$ cat config.mk
export PLATFORM = sky130hd
export DESIGN_NAME = uart_cmd_led
export DESIGN_NICKNAME = d
export VERILOG_FILES = /design/src/rtl/uart_led_pkg.sv /design/src/rtl/uart_led_pattern.sv /design/src/rtl/uart_cmd_led.sv
export SDC_FILE = /design/constraint.sdc
export NUM_CORES = 1
export LEC_CHECK = 0
export ABC_CLOCK_PERIOD_IN_PS = 5100
export CAP_MARGIN = 0
export CORE_AREA = 3 3 108 110
export DETAILED_ROUTE_END_ITERATION = 8
export DIE_AREA = 0 0 111 113
export PLACE_DENSITY = 0.82
export SYNTH_ARGS = -nofsm -noshare
export SYNTH_HDL_FRONTEND = slang
export SYNTH_SLANG_ARGS = --single-unit
$ cat constraint.sdc
create_clock -name Clk -period 5.1 [get_ports Clk]
set_input_delay 1.02 -clock Clk [delete_from_list [all_inputs] [get_ports Clk]]
set_output_delay 1.02 -clock Clk [all_outputs]
set_load 0.02 [all_outputs]
$ cat src/rtl/uart_led_pkg.sv
`default_nettype none
// ============================================================================
//  Module   : uart_led_pkg
//  Purpose  : Shared constants and parser state encoding for the UART command
//             frame parser and LED pattern engine.
//  Contents : HDR0/HDR1/TAIL frame marker bytes, PAYLOAD_BYTES, parse_state_e
//  Revision : 1.0 - initial release
// ============================================================================
package uart_led_pkg;

  localparam logic [7:0] HDR0          = 8'h55;
  localparam logic [7:0] HDR1          = 8'hA5;
  localparam logic [7:0] TAIL          = 8'hF0;
  localparam int         PAYLOAD_BYTES = 5;

  typedef enum logic [1:0] {
    S_HDR0 = 2'd0,
    S_HDR1 = 2'd1,
    S_DATA = 2'd2,
    S_TAIL = 2'd3
  } parse_state_e;

endpackage
`default_nettype wire

$ cat src/rtl/uart_led_pattern.sv
`default_nettype none
// ============================================================================
//  Module   : uart_led_pattern
//  Purpose  : Steps the LED through the 8 bits of Ctrl_r, LSB first, holding
//             each bit for Time_r clock cycles.
//  Ports    : Clk, Reset  - clock, synchronous active-high reset
//             Time_r      - period in cycles (>= 1)
//             Ctrl_r      - 8-bit pattern
//             Load        - restart the pattern at bit 0 on this edge
//             Led         - registered LED drive
//  Revision : 1.0 - initial release
// ============================================================================
module uart_led_pattern #(
  parameter logic [7:0] DEFAULT_CTRL = 8'hAA
) (
  input  logic        Clk,
  input  logic        Reset,
  input  logic [31:0] Time_r,
  input  logic [7:0]  Ctrl_r,
  input  logic        Load,
  output logic        Led
);

  logic [31:0] cnt_q, cnt_d;
  logic [2:0]  phase_q, phase_d;
  logic        led_q, led_d;
  logic        w_wrap;

  always_comb begin
    w_wrap  = (cnt_q == (Time_r - 32'd1));
    cnt_d   = w_wrap ? 32'd0 : cnt_q + 32'd1;
    phase_d = w_wrap ? phase_q + 3'd1 : phase_q;
    // A newly accepted frame always starts its pattern at bit 0.
    if (Load) begin
      cnt_d   = 32'd0;
      phase_d = 3'd0;
    end
    led_d = Ctrl_r[phase_q];
  end

  always_ff @(posedge Clk) begin
    if (Reset) begin
      cnt_q   <= 32'd0;
      phase_q <= 3'd0;
      led_q   <= DEFAULT_CTRL[0];
    end else begin
      cnt_q   <= cnt_d;
      phase_q <= phase_d;
      led_q   <= led_d;
    end
  end

  assign Led = led_q;

endmodule
`default_nettype wire

$ cat src/rtl/uart_cmd_led.sv
`default_nettype none
// ============================================================================
//  Module   : uart_cmd_led
//  Purpose  : Assembles 8-byte command frames (55 A5 T3 T2 T1 T0 C F0) from
//             UART byte strobes and reloads the LED period/pattern registers.
//  Ports    : Clk, Reset          - clock, synchronous active-high reset
//             Rx_Data, Rx_Done    - received byte and its one-cycle strobe
//             Led                 - registered LED drive
//             Frame_Ok, Frame_Err - one-cycle accept / reject-or-timeout pulses
//  Revision : 1.0 - initial release
// ============================================================================
module uart_cmd_led
  import uart_led_pkg::*;
#(
  parameter logic [31:0] DEFAULT_TIME   = 32'd25_000_000,
  parameter logic [7:0]  DEFAULT_CTRL   = 8'hAA,
  parameter int          TIMEOUT_CYCLES = 500_000
) (
  input  logic       Clk,
  input  logic       Reset,
  input  logic [7:0] Rx_Data,
  input  logic       Rx_Done,
  output logic       Led,
  output logic       Frame_Ok,
  output logic       Frame_Err
);

  localparam int               GAP_W     = $clog2(TIMEOUT_CYCLES + 1);
  localparam logic [GAP_W-1:0] GAP_LIMIT = GAP_W'(TIMEOUT_CYCLES);
  localparam logic [2:0]       LAST_DATA = 3'(PAYLOAD_BYTES - 1);

  parse_state_e     state_q, state_d;
  logic [2:0]       count_q, count_d;
  logic [39:0]      shadow_q, shadow_d;
  logic [GAP_W-1:0] gap_q, gap_d;
  logic [31:0]      time_q, time_d;
  logic [7:0]       ctrl_q, ctrl_d;
  logic             frame_ok_q, frame_ok_d;
  logic             frame_err_q, frame_err_d;
  logic             w_timeout;

  // The timeout fires on the edge where the gap count would reach the limit.
  // A byte strobe in that same cycle takes priority and suppresses it.
  assign w_timeout = (state_q != S_HDR0) && !Rx_Done &&
                     ((gap_q + GAP_W'(1)) == GAP_LIMIT);

  // State register
  always_ff @(posedge Clk) begin
    if (Reset) begin
      state_q     <= S_HDR0;
      count_q     <= 3'd0;
      shadow_q    <= 40'd0;
      gap_q       <= '0;
      time_q      <= DEFAULT_TIME;
      ctrl_q      <= DEFAULT_CTRL;
      frame_ok_q  <= 1'b0;
      frame_err_q <= 1'b0;
    end else begin
      state_q     <= state_d;
      count_q     <= count_d;
      shadow_q    <= shadow_d;
      gap_q       <= gap_d;
      time_q      <= time_d;
      ctrl_q      <= ctrl_d;
      frame_ok_q  <= frame_ok_d;
      frame_err_q <= frame_err_d;
    end
  end

  // Next-state logic
  always_comb begin
    state_d  = state_q;
    count_d  = count_q;
    shadow_d = shadow_q;
    gap_d    = gap_q + GAP_W'(1);
    if ((state_q == S_HDR0) || Rx_Done || w_timeout) begin
      gap_d = '0;
    end

    if (w_timeout) begin
      state_d = S_HDR0;
    end else if (Rx_Done) begin
      case (state_q)
        S_HDR0: begin
          if (Rx_Data == HDR0) state_d = S_HDR1;
        end
        S_HDR1: begin
          if (Rx_Data == HDR1) begin
            state_d = S_DATA;
            count_d = 3'd0;
          end else if (Rx_Data != HDR0) begin
            state_d = S_HDR0;
          end
        end
        S_DATA: begin
          // Period arrives big-endian, pattern last: shadow = {T3..T0, C}.
          shadow_d = {shadow_q[31:0], Rx_Data};
          count_d  = count_q + 3'd1;
          if (count_q == LAST_DATA) state_d = S_TAIL;
        end
        S_TAIL:  state_d = S_HDR0;
        default: state_d = S_HDR0;
      endcase
    end
  end

  // Output logic: frame verdict and register reload
  always_comb begin
    frame_ok_d  = 1'b0;
    frame_err_d = w_timeout;
    time_d      = time_q;
    ctrl_d      = ctrl_q;
    if (Rx_Done && (state_q == S_TAIL)) begin
      // A zero period would never wrap the LED counter, so it is rejected.
      if ((Rx_Data == TAIL) && (shadow_q[39:8] != 32'd0)) begin
        frame_ok_d = 1'b1;
        time_d     = shadow_q[39:8];
        ctrl_d     = shadow_q[7:0];
      end else begin
        frame_err_d = 1'b1;
      end
    end
  end

  // The load pulse is the combinational accept so the counters restart on the
  // same edge that loads the new period and pattern.
  uart_led_pattern #(
    .DEFAULT_CTRL (DEFAULT_CTRL)
  ) u_pattern (
    .Clk    (Clk),
    .Reset  (Reset),
    .Time_r (time_q),
    .Ctrl_r (ctrl_q),
    .Load   (frame_ok_d),
    .Led    (Led)
  );

  assign Frame_Ok  = frame_ok_q;
  assign Frame_Err = frame_err_q;

endmodule
`default_nettype wire

# --- Word-level counts from Yosys, hierarchy flattened ---
# Cells that the tools add are included.
totals:
  register_bits: 142
  input_bits: 11
  output_inout_bits: 3
  wordCells: 64
op_classes:
  add_sub_neg: 5
  n_lt_le_gt_ge: 1
  eq_ne: 14
  mux: 13
  n_bitwise: 1
  reduce_logical: 19
op_table:
  columns: ["operator", "n"]
  rows:
  - ["adder 32 x 1 -> 32 bit (second input constant)", 1]
  - ["equality test 32 bit", 1]
  - ["nonzero test 32 bit", 1]
  - ["subtractor 32 x 1 -> 32 bit (second input constant)", 1]
  - ["adder 19 x 1 -> 19 bit (second input constant)", 1]
  - ["equality test 19 bit (second input constant)", 1]
  - ["equality test 8 bit (second input constant)", 2]
  - ["equality test 8 x 7 -> 1 bit (second input constant)", 1]
  - ["2-to-1 mux 2 bit", 4]
  - ["!= test 8 x 7 -> 1 bit (second input constant)", 1]
  - ["case mux 2 bit (4 select lines)", 1]
  - ["AND reduction 4 bit", 2]
  - ["adder 3 x 1 -> 3 bit (second input constant)", 2]
  - ["case mux 3 bit (2 select lines)", 1]
  - ["OR reduction 2 bit", 3]
  - ["2-to-1 mux 1 bit", 5]
  - ["equality test 2 bit (second input constant)", 2]
  - ["logical AND 1 bit", 4]
  - ["< comparator 3 x 4 -> 1 bit (second input constant)", 1]
  - ["!= test 2 bit (second input constant)", 2]
  - ["nonzero test 2 bit", 2]
  - ["binary-select mux 1 bit (select 3 bit)", 1]
  - ["equality test 3 bit (second input constant)", 1]
  - ["2-to-1 mux 3 bit", 1]
  - ["other kinds (10)", 11]

# --- Depth between registers and ports, before layout ---
# Gate-level depths: netlist of run 1.
depth:
  word_depth: 5
  mapped_depth: 12
  depth_no_buf: 10

# --- Modules after synthesis ---
# Synthesis of run 1 repeated with hierarchy kept, for this count alone.
unflattened:
  cells_unflattened: 858
  area_unflattened_um2: 7305.8
modules_own_cells:
  columns: ["mod", "n_inst", "cells_each", "area_per_inst_um2", "seq_area_each_um2"]
  rows:
  - ["uart_cmd_led", 1, 510, 4446.8, 2122.0]
  - ["uart_led_pattern", 1, 348, 2859.0, 720.7]

# --- Worst setup path before layout of run 1 ---
# OpenSTA, ideal clock, no wires.
synth_path:
  path_kind: "flip-flop to flip-flop"
  start: "reg time_q[10]"
  end: "reg u_pattern.phase_q[2]"
  setup_ps: 60
  arrival_ps: 3020
  required_ps: 5040
  path_slack_ps: 2020
  stages_incl_launch_ff: 11
  path_buffers: 2
  period_less_slack_ps: 3080
  cell_sequence: "dfxtp_1 buf_6 or4_4 or4_1 buf_2 nor4_2 mux2_2 and4_1 and3_1 a2111o_1 nand2_1"
synth_via:
  elab_chain_cells: 2
synth_lines:
  columns: ["item", "line", "rtl"]
  rows:
  - ["start, declared", "uart_cmd_led.sv:36", "logic [31:0] time_q, time_d;"]
  - ["start signal, assigned", "uart_cmd_led.sv:63", "time_q <= time_d;"]
  - ["subtractor 32 x 1 -> 32 bit", "uart_led_pattern.sv:30", "w_wrap = (cnt_q == (Time_r - 32'd1));"]
  - ["equality test 32 bit", "uart_led_pattern.sv:30", null]
  - ["end signal, assigned", "uart_led_pattern.sv:48", "phase_q <= phase_d;"]
  - ["end, declared", "uart_led_pattern.sv:25", "logic [2:0] phase_q, phase_d;"]
# No other way between the ends.
# A chain may end at the register's enable or synchronous reset.

# --- Worst setup path after layout of run 1 ---
layout_path:
  start: "reg time_q[6]"
  end: "reg u_pattern.cnt_q[26]"
layout_via:
  elab_chain_cells: 3
layout_lines:
  columns: ["item", "line", "rtl"]
  rows:
  - ["subtractor 32 x 1 -> 32 bit", "uart_led_pattern.sv:30", null]
  - ["equality test 32 bit", "uart_led_pattern.sv:30", null]
  - ["OR reduction 3 bit (no source line)", null, null]
  - ["end signal, assigned", "uart_led_pattern.sv:47", "cnt_q <= cnt_d;"]
  - ["end, declared", "uart_led_pattern.sv:24", "logic [31:0] cnt_q, cnt_d;"]
# No other way between the ends.

==> reports/qor.yml, run 1 <==
logic_synthesis:
  synth_fp_nets: 900
  netlist_area_sq_um: 6993
  synth_warnings: 0
  synth_cells: 879
  async_reset_ff_share_pct: 0
  postSynthRegisterBits: 142
  synth_cell_types: 60
  synth_compound_area_share_pct: 10.45
  ys_seq_area_share_pct: 40.65
  synth.area.mux_share_pct: 2.272
  synth-adder-area-share_pct: 1.789
  synth_top_family_by_area: "simple AND/OR/NAND/NOR gates"
  ys_dominant_reg_cell: "dfxtp_1"
  synth_xor_area_share_pct: 10.40
  synth-edff-count: 0
  syn_avg_cell_area_sq_um: 7.956
  yosys.area_share.simple_pct: 30.76
global_routing:
  grt_max_degree: 66
  grt_pass1_wl_microns: 27460
  grt.overflow.total: 0
  grt_pass1_vias: 5804
  antenna_found_initial: 0
  grt_usage_pct: 26.91
timing:
  max_clock_freq_mhz: 268.6
  finalCriticalPeriod_ps: 3723
  hold_violations: 0
  fin_crit_sh_pct: 73.01
  finalSetupViolations: 0
  worst_pin_slew_ps: 990.8
  fin_skew_ps: 8.581
  hold_ws_ps: 467.6
  fin_setup_tns_ps: 0
  slew_viol_final: 0
  rsz0062_at_grt: "no"
  slew_headroom_pct: 33.34
cells_and_area:
  fin_nets: 890
  drive_gt1_share_pct: 6.122
  final_design_area_no_fill_sq_um: 7712
  n_antenna_cell: 0
  postLayoutCoreUtil_pct: 71.46
  nFillCells: 828
  area_growth_pct: 10.29
  seq_area_sq_um: 2843
  multi_input_area_sq_um: 3895
  stdcell_count: 1022
clocking:
  cts_tree: "yes"
  cts.sinks: 142
  cts_buffer_depth: 2
  cts_made_buffers: 17
  ctsHoldBuffers: 0
  clkLatencyLatePin_ps: 530
  cts_setup_buffers: 0
  cts.repair.resized: 0
  clkTransAtPathRegs_ps: 60
  cts-htree-levels: 4
  cts-root-buf: "clkbuf_8"
power:
  p_per_area_nw_per_um2: 306.9
  p_sw_share_pct: 21.25
  p_int_mw: 1.864
  power_frac_comb_pct: 1.5
  p_switching_uw: 503.0
  total_leakage_power_nw: 2.636
  ir_worst_vdd_mv: 0.2677
  seq_power_share_pct: 47.1
  clockPowerShare_pct: 51.4
detailed_routing:
  routed_wl_microns: 16540
  drc: 0
  first_pass_iters: 5
  drtAntennaViolNets: 0
  routedWlPerCell_microns: 16.18
  via_count: 6063
  vias_per_cell: 5.932
  drt_iter0_markers: 389
worst_setup_path:
  crit_type: "reg -> reg"
  path_max_fanout: 31
  required_ps: 5490
  cp.arrival_ps: 4120
  crit_buf_inv: 0
  end_kind: "register"
  cpMostUsedCell: "nor4_1"
  slowest_stage: "nor4_1"
  cp-start-kind: "register"
  max_stage_delay_ps: 850
  cp_cell_sequence: "or4_1 -> nor4_1 -> and4_1 -> o21ai_0 -> nor4_1 -> nand4_2 -> nand2_2 -> nor2_1"
  crit_family: "simple AND/OR/NAND/NOR gates"
floorplan:
  die_y_microns: 113
  die_x_microns: 111
  ios: 14
  rows: 38
  initial_utilization_pct: 64.79
  die_area_sq_um: 12540
  core-area_sq_um: 10790
place:
  gp_congestion: 0.9213
  dp_hpwl_microns: 11330
  place_area_sq_um: 7124
  dp.cells: 990
  port_buffers: 13
min_path:
  hold_path_class: "reg -> reg"
status:
  status: "completed"
run:
  drv_cap: 0
## cells in the mapped netlist, types with 10 or more instances
master      n  share of area [%]
a21oi_1    71                5.1
and3_1     15                1.3
clkbuf_1   41                2.2
dfxtp_1   142                 41
ha_1       10                1.8
inv_1      13               0.70
nand2_1   201                 11
nand3_1    26                1.9
nand3b_1   16                1.7
nand4_1    21                1.9
nor2_1     85                4.6
nor3_1     18                1.3
nor4_1     18                1.6
or4_1      10                1.1
xnor2_1    48                6.0
xor2_1     35                4.4
## cell type report
type | instances | share of cell area [%]
sequential | 142 | 36.86
multi-input combinational | 677 | 50.50
timing repair buffer | 18 | 2.109
tap | 140 | 2.271
clock buffer | 21 | 5.954
inverter | 13 | 0.6327
clock inverter | 11 | 1.671
## worst reg2reg max path, stage by stage, from the launching register on
cell and delay, ps:
dfxtp_1 350, or4_1 630, nor4_1 850, and4_1 310, o21ai_0 70, nor4_1 450
nand4_2 260, nand2_2 520, nor2_1 140
## cell families (layout without fill, tap and decap cells)
| logic type | count (synthesis) | in the layout |
|---|---|---|
| flip-flops | 142 | 142 |
| AND/OR/NAND/NOR | 452 | 452 |
| adder cells (fa/ha/maj) | 10 | 10 |
| XOR/XNOR | 83 | 83 |
| buffers and inverters | 60 | 63 |
| AO/OA/AOI/OAI | 119 | 119 |
| multiplexers | 13 | 13 |
## worst paths after layout
path                          start  slack, ps  depth (start not counted)                              to
max          time_q[6]$_SDFFE_PP1P_       1380                          8  u_pattern.cnt_q[26]$_SDFF_PP0_
min          ctrl_q[4]$_SDFFE_PP0P_        470                          2          ctrl_q[4]$_SDFFE_PP0P_
max reg2reg  time_q[6]$_SDFFE_PP1P_       1380                          8  u_pattern.cnt_q[26]$_SDFF_PP0_
min reg2reg  ctrl_q[4]$_SDFFE_PP0P_        470                          2          ctrl_q[4]$_SDFFE_PP0P_
## power groups by stage
stage | logic [mW] | registers (mW) | clock network [mW]
2_1_floorplan | 0.0249 | 1.14 | 0
3_3_place_gp | 0.0344 | 1.14 | 0
3_5_place_dp | 0.0356 | 1.14 | 0
4_1_cts | 0.0358 | 1.11 | 1.23
5_1_grt | 0.0394 | 1.11 | 1.28
6_report | 0.0361 | 1.11 | 1.22
## per-layer routing
layer / track usage (%) / vias up / share of wire (%)
met5: 0 / - / 0
met4: 10.18 / 0 / 2.3
met3: 7.166 / 36 / 5.0
met2: 46.64 / 177 / 49
met1: 32.09 / 2843 / 43
li1: - / 3007 / -
## flip-flops by register name, summed over array words and instances, names as in the netlist, named ones only
signal,flops
Frame_Err,1
Frame_Ok,1
count_q,3
ctrl_q,8
gap_q,19
shadow_q,40
state_q,1
time_q,32
u_pattern.Led,1
u_pattern.cnt_q,32
u_pattern.phase_q,3
## stage by stage
step,total power [mW],setup slack [ps]
after detailed placement,1.175,1438
after global routing,2.433,1172
after global placement,1.173,1552
after CTS,2.378,1408
final,2.367,1377
after floorplan,1.162,2020
## cells in the final DEF (no fill, tap or decap), types with 6 or more instances in the layout
cell / Yosys / final
nand2_1: 201 / 201
dfxtp_1: 142 / 142
nor2_1: 85 / 84
a21oi_1: 71 / 71
xnor2_1: 48 / 48
xor2_1: 35 / 35
nand3_1: 26 / 26
nand4_1: 21 / 21
nor4_1: 18 / 18
nor3_1: 18 / 18
nand3b_1: 16 / 16
clkbuf_16: 0 / 16
and3_1: 15 / 15
inv_1: 13 / 13
clkdlybuf4s50_1: 0 / 12
or4_1: 10 / 10
ha_1: 10 / 10
o21ai_0: 8 / 8
mux2i_1: 8 / 8
or3_1: 7 / 7
and4_1: 6 / 6
No activity file was read; power rests on OpenSTA's default activity.
==> run 2, diff against run 1 <==
--- a/config.mk
+++ b/config.mk
@@ -5,12 +5,12 @@
 export SDC_FILE = /design/constraint.sdc
 export NUM_CORES = 1
 export LEC_CHECK = 0
-export ABC_CLOCK_PERIOD_IN_PS = 5100
+export ABC_CLOCK_PERIOD_IN_PS = 3400
 export CAP_MARGIN = 0
-export CORE_AREA = 3 3 108 110
+export CORE_AREA = 3 3 116 118
 export DETAILED_ROUTE_END_ITERATION = 8
-export DIE_AREA = 0 0 111 113
-export PLACE_DENSITY = 0.82
+export DIE_AREA = 0 0 119 121
+export PLACE_DENSITY = 0.75
 export SYNTH_ARGS = -nofsm -noshare
 export SYNTH_HDL_FRONTEND = slang
 export SYNTH_SLANG_ARGS = --single-unit
==> constraint.sdc (replaced) <==
create_clock -name Clk -period 3.4 [get_ports Clk]
set_input_delay 0.68 -clock Clk [delete_from_list [all_inputs] [get_ports Clk]]
set_output_delay 0.68 -clock Clk [all_outputs]
set_load 0.02 [all_outputs]
==> run 2 against run 1 <==
Compared with the run above: die area grew 15%; critical path depth did not move; core utilization is 9.2 points lower; clock skew decreased by 0.76 ps; highest routed layer unchanged.
==> reports/qor.yml, run 2 (synthesis gave the netlist of run 1 again) <==
detailed_routing:
  drt_iter0_markers: 371
  first_pass_iters: 5
  vias_per_cell: 5.669
  via_count: 6032
  routedWlPerCell_microns: 14.76
  routed_wl_microns: 15700
  drc: 0
  drtAntennaViolNets: 0
clocking:
  cts.repair.resized: 0
  cts-root-buf: "clkbuf_16"
  ctsHoldBuffers: 0
  cts_buffer_depth: 2
  cts.sinks: 142
  clkLatencyLatePin_ps: 420
  cts_tree: "yes"
  cts_setup_buffers: 0
  cts_made_buffers: 17
  clkTransAtPathRegs_ps: 60
  cts-htree-levels: 4
floorplan:
  die_y_microns: 121
  die_x_microns: 119
  rows: 41
  ios: 14
  core-area_sq_um: 12570
  die_area_sq_um: 14400
  initial_utilization_pct: 55.64
worst_setup_path:
  worstRegToRegCells: 8
  cp.arrival_ps: 3650
  crit_type: "reg -> reg"
  end_kind: "register"
  cp-start-kind: "register"
  r2r_start: "time_q[11]$_SDFFE_PP1P_"
  path_max_fanout: 7
  r2r-end: "u_pattern.phase_q[2]$_SDFFE_PP0N_"
  regToRegSetupSlack_ps: 110
  required_ps: 3760
timing:
  fin_crit_sh_pct: 96.79
  slew_viol_final: 0
  max_clock_freq_mhz: 303.9
  worst_pin_slew_ps: 767.4
  finalSetupViolations: 0
  fin_setup_tns_ps: 0
  slew_headroom_pct: 48.84
  fin_skew_ps: 7.818
  rsz0062_at_grt: "no"
  hold_violations: 0
  finalCriticalPeriod_ps: 3291
place:
  gp_congestion: 0.9715
  dp_hpwl_microns: 10890
  dp.cells: 1032
  port_buffers: 13
power:
  total_leakage_power_nw: 2.687
  p_per_area_nw_per_um2: 450.8
  ir_worst_vdd_mv: 0.3828
global_routing:
  grtUsageMet3_pct: 4.709
  grt_pass1_vias: 5573
  gr-usage-met2_pct: 34.48
  antenna_found_initial: 0
  grt_pass1_wl_microns: 26910
  grt_max_degree: 80
  grtUsageMet1_pct: 31.81
  grt.overflow.total: 0
  grt.busiest_layer: "met2"
  grt_usage_pct: 22.75
cells_and_area:
  drive_gt1_share_pct: 6.951
  n_antenna_cell: 0
  largest_registers: "shadow_q x40, time_q x32, u_pattern.cnt_q x32"
  fin_nets: 900
  final_cell_mix: "201 x nand2_1, 142 x dfxtp_1, 84 x nor2_1"
  area_growth_pct: 11.97
  stdcell_count: 1064
  largest_reg_flops: 40
  final_common_cell: "nand2_1"
  top_register: "shadow_q"
min_path:
  min_from: "ctrl_q[2]$_SDFFE_PP0P_"
  hold_depth: 2
  min_to: "ctrl_q[2]$_SDFFE_PP0P_"
  hold_path_class: "reg -> reg"
status:
  status: "completed"
run:
  drv_cap: 0
[run 2: area by class of cell]
| class | count | area (sq um) |
|---|---|---|
| fillers | 1109 | 4738 |
| clock buffers | 22 | 464.2 |
| clock inverters | 10 | 113.9 |
| repair buffers | 28 | 250.2 |
| well taps | 172 | 215.2 |
| flip-flops and latches | 142 | 2843 |
| multi-input cells | 677 | 3895 |
| inverters | 13 | 48.80 |
[run 2: power breakdown]
group / leakage [nW] / switching (mW) / total [mW] / internal [mW]
Clock: 0.284 / 0.687 / 1.80 / 1.11
Sequential: 1.14 / 0.00479 / 1.67 / 1.67
Combinational: 1.26 / 0.0334 / 0.0556 / 0.0221
Total: 2.69 / 0.725 / 3.53 / 2.80
[run 2: routing by layer]
layer / vias up / wire [microns]
met5: - / 0
met4: 0 / 323
met3: 33 / 682
met2: 152 / 7041
met1: 2813 / 7654
li1: 3034 / -
[run 2: how the worst max path moves through the flow]
stage / startpoint / end / slack (ps) / cells past startpoint
detailed placement: time_q[11]$_SDFFE_PP1P_ / u_pattern.phase_q[2]$_SDFFE_PP0N_ / 180 / 8
global route: time_q[11]$_SDFFE_PP1P_ / u_pattern.phase_q[2]$_SDFFE_PP0N_ / 60 / 8
finish: time_q[11]$_SDFFE_PP1P_ / u_pattern.phase_q[2]$_SDFFE_PP0N_ / 110 / 8
floorplan: time_q[10]$_SDFFE_PP0P_ / u_pattern.phase_q[2]$_SDFFE_PP0N_ / 320 / 10
CTS: time_q[11]$_SDFFE_PP1P_ / u_pattern.phase_q[2]$_SDFFE_PP0N_ / 160 / 8
global placement: time_q[11]$_SDFFE_PP1P_ / u_pattern.phase_q[2]$_SDFFE_PP0N_ / 260 / 8
[run 2: critical path, cell delays in order (launching register included)]
cell,delay (ps)
dfxtp_1,370
or4_4,550
or4_1,690
nor4_2,410
mux2_2,380
and4_1,180
and3_1,200
a2111o_1,410
nand2_1,60
[run 2: stage by stage]
stage / util [%] / total power [mW] / worst slack [ps] / cell area, sq um / hold slack [ps]
3_3_place_gp: 57.70 / 1.763 / 259.6 / 7252 / 441.5
5_1_grt: 62.30 / 3.637 / 61.00 / 7830 / 490.5
6_report: 62.30 / 3.530 / 109.3 / 7830 / 457.0
4_1_cts: 62.30 / 3.553 / 162.0 / 7830 / 455.2
3_5_place_dp: 57.70 / 1.764 / 178.7 / 7252 / 447.4
2_1_floorplan: - / 1.743 / 320.2 / 6993 / 428.6
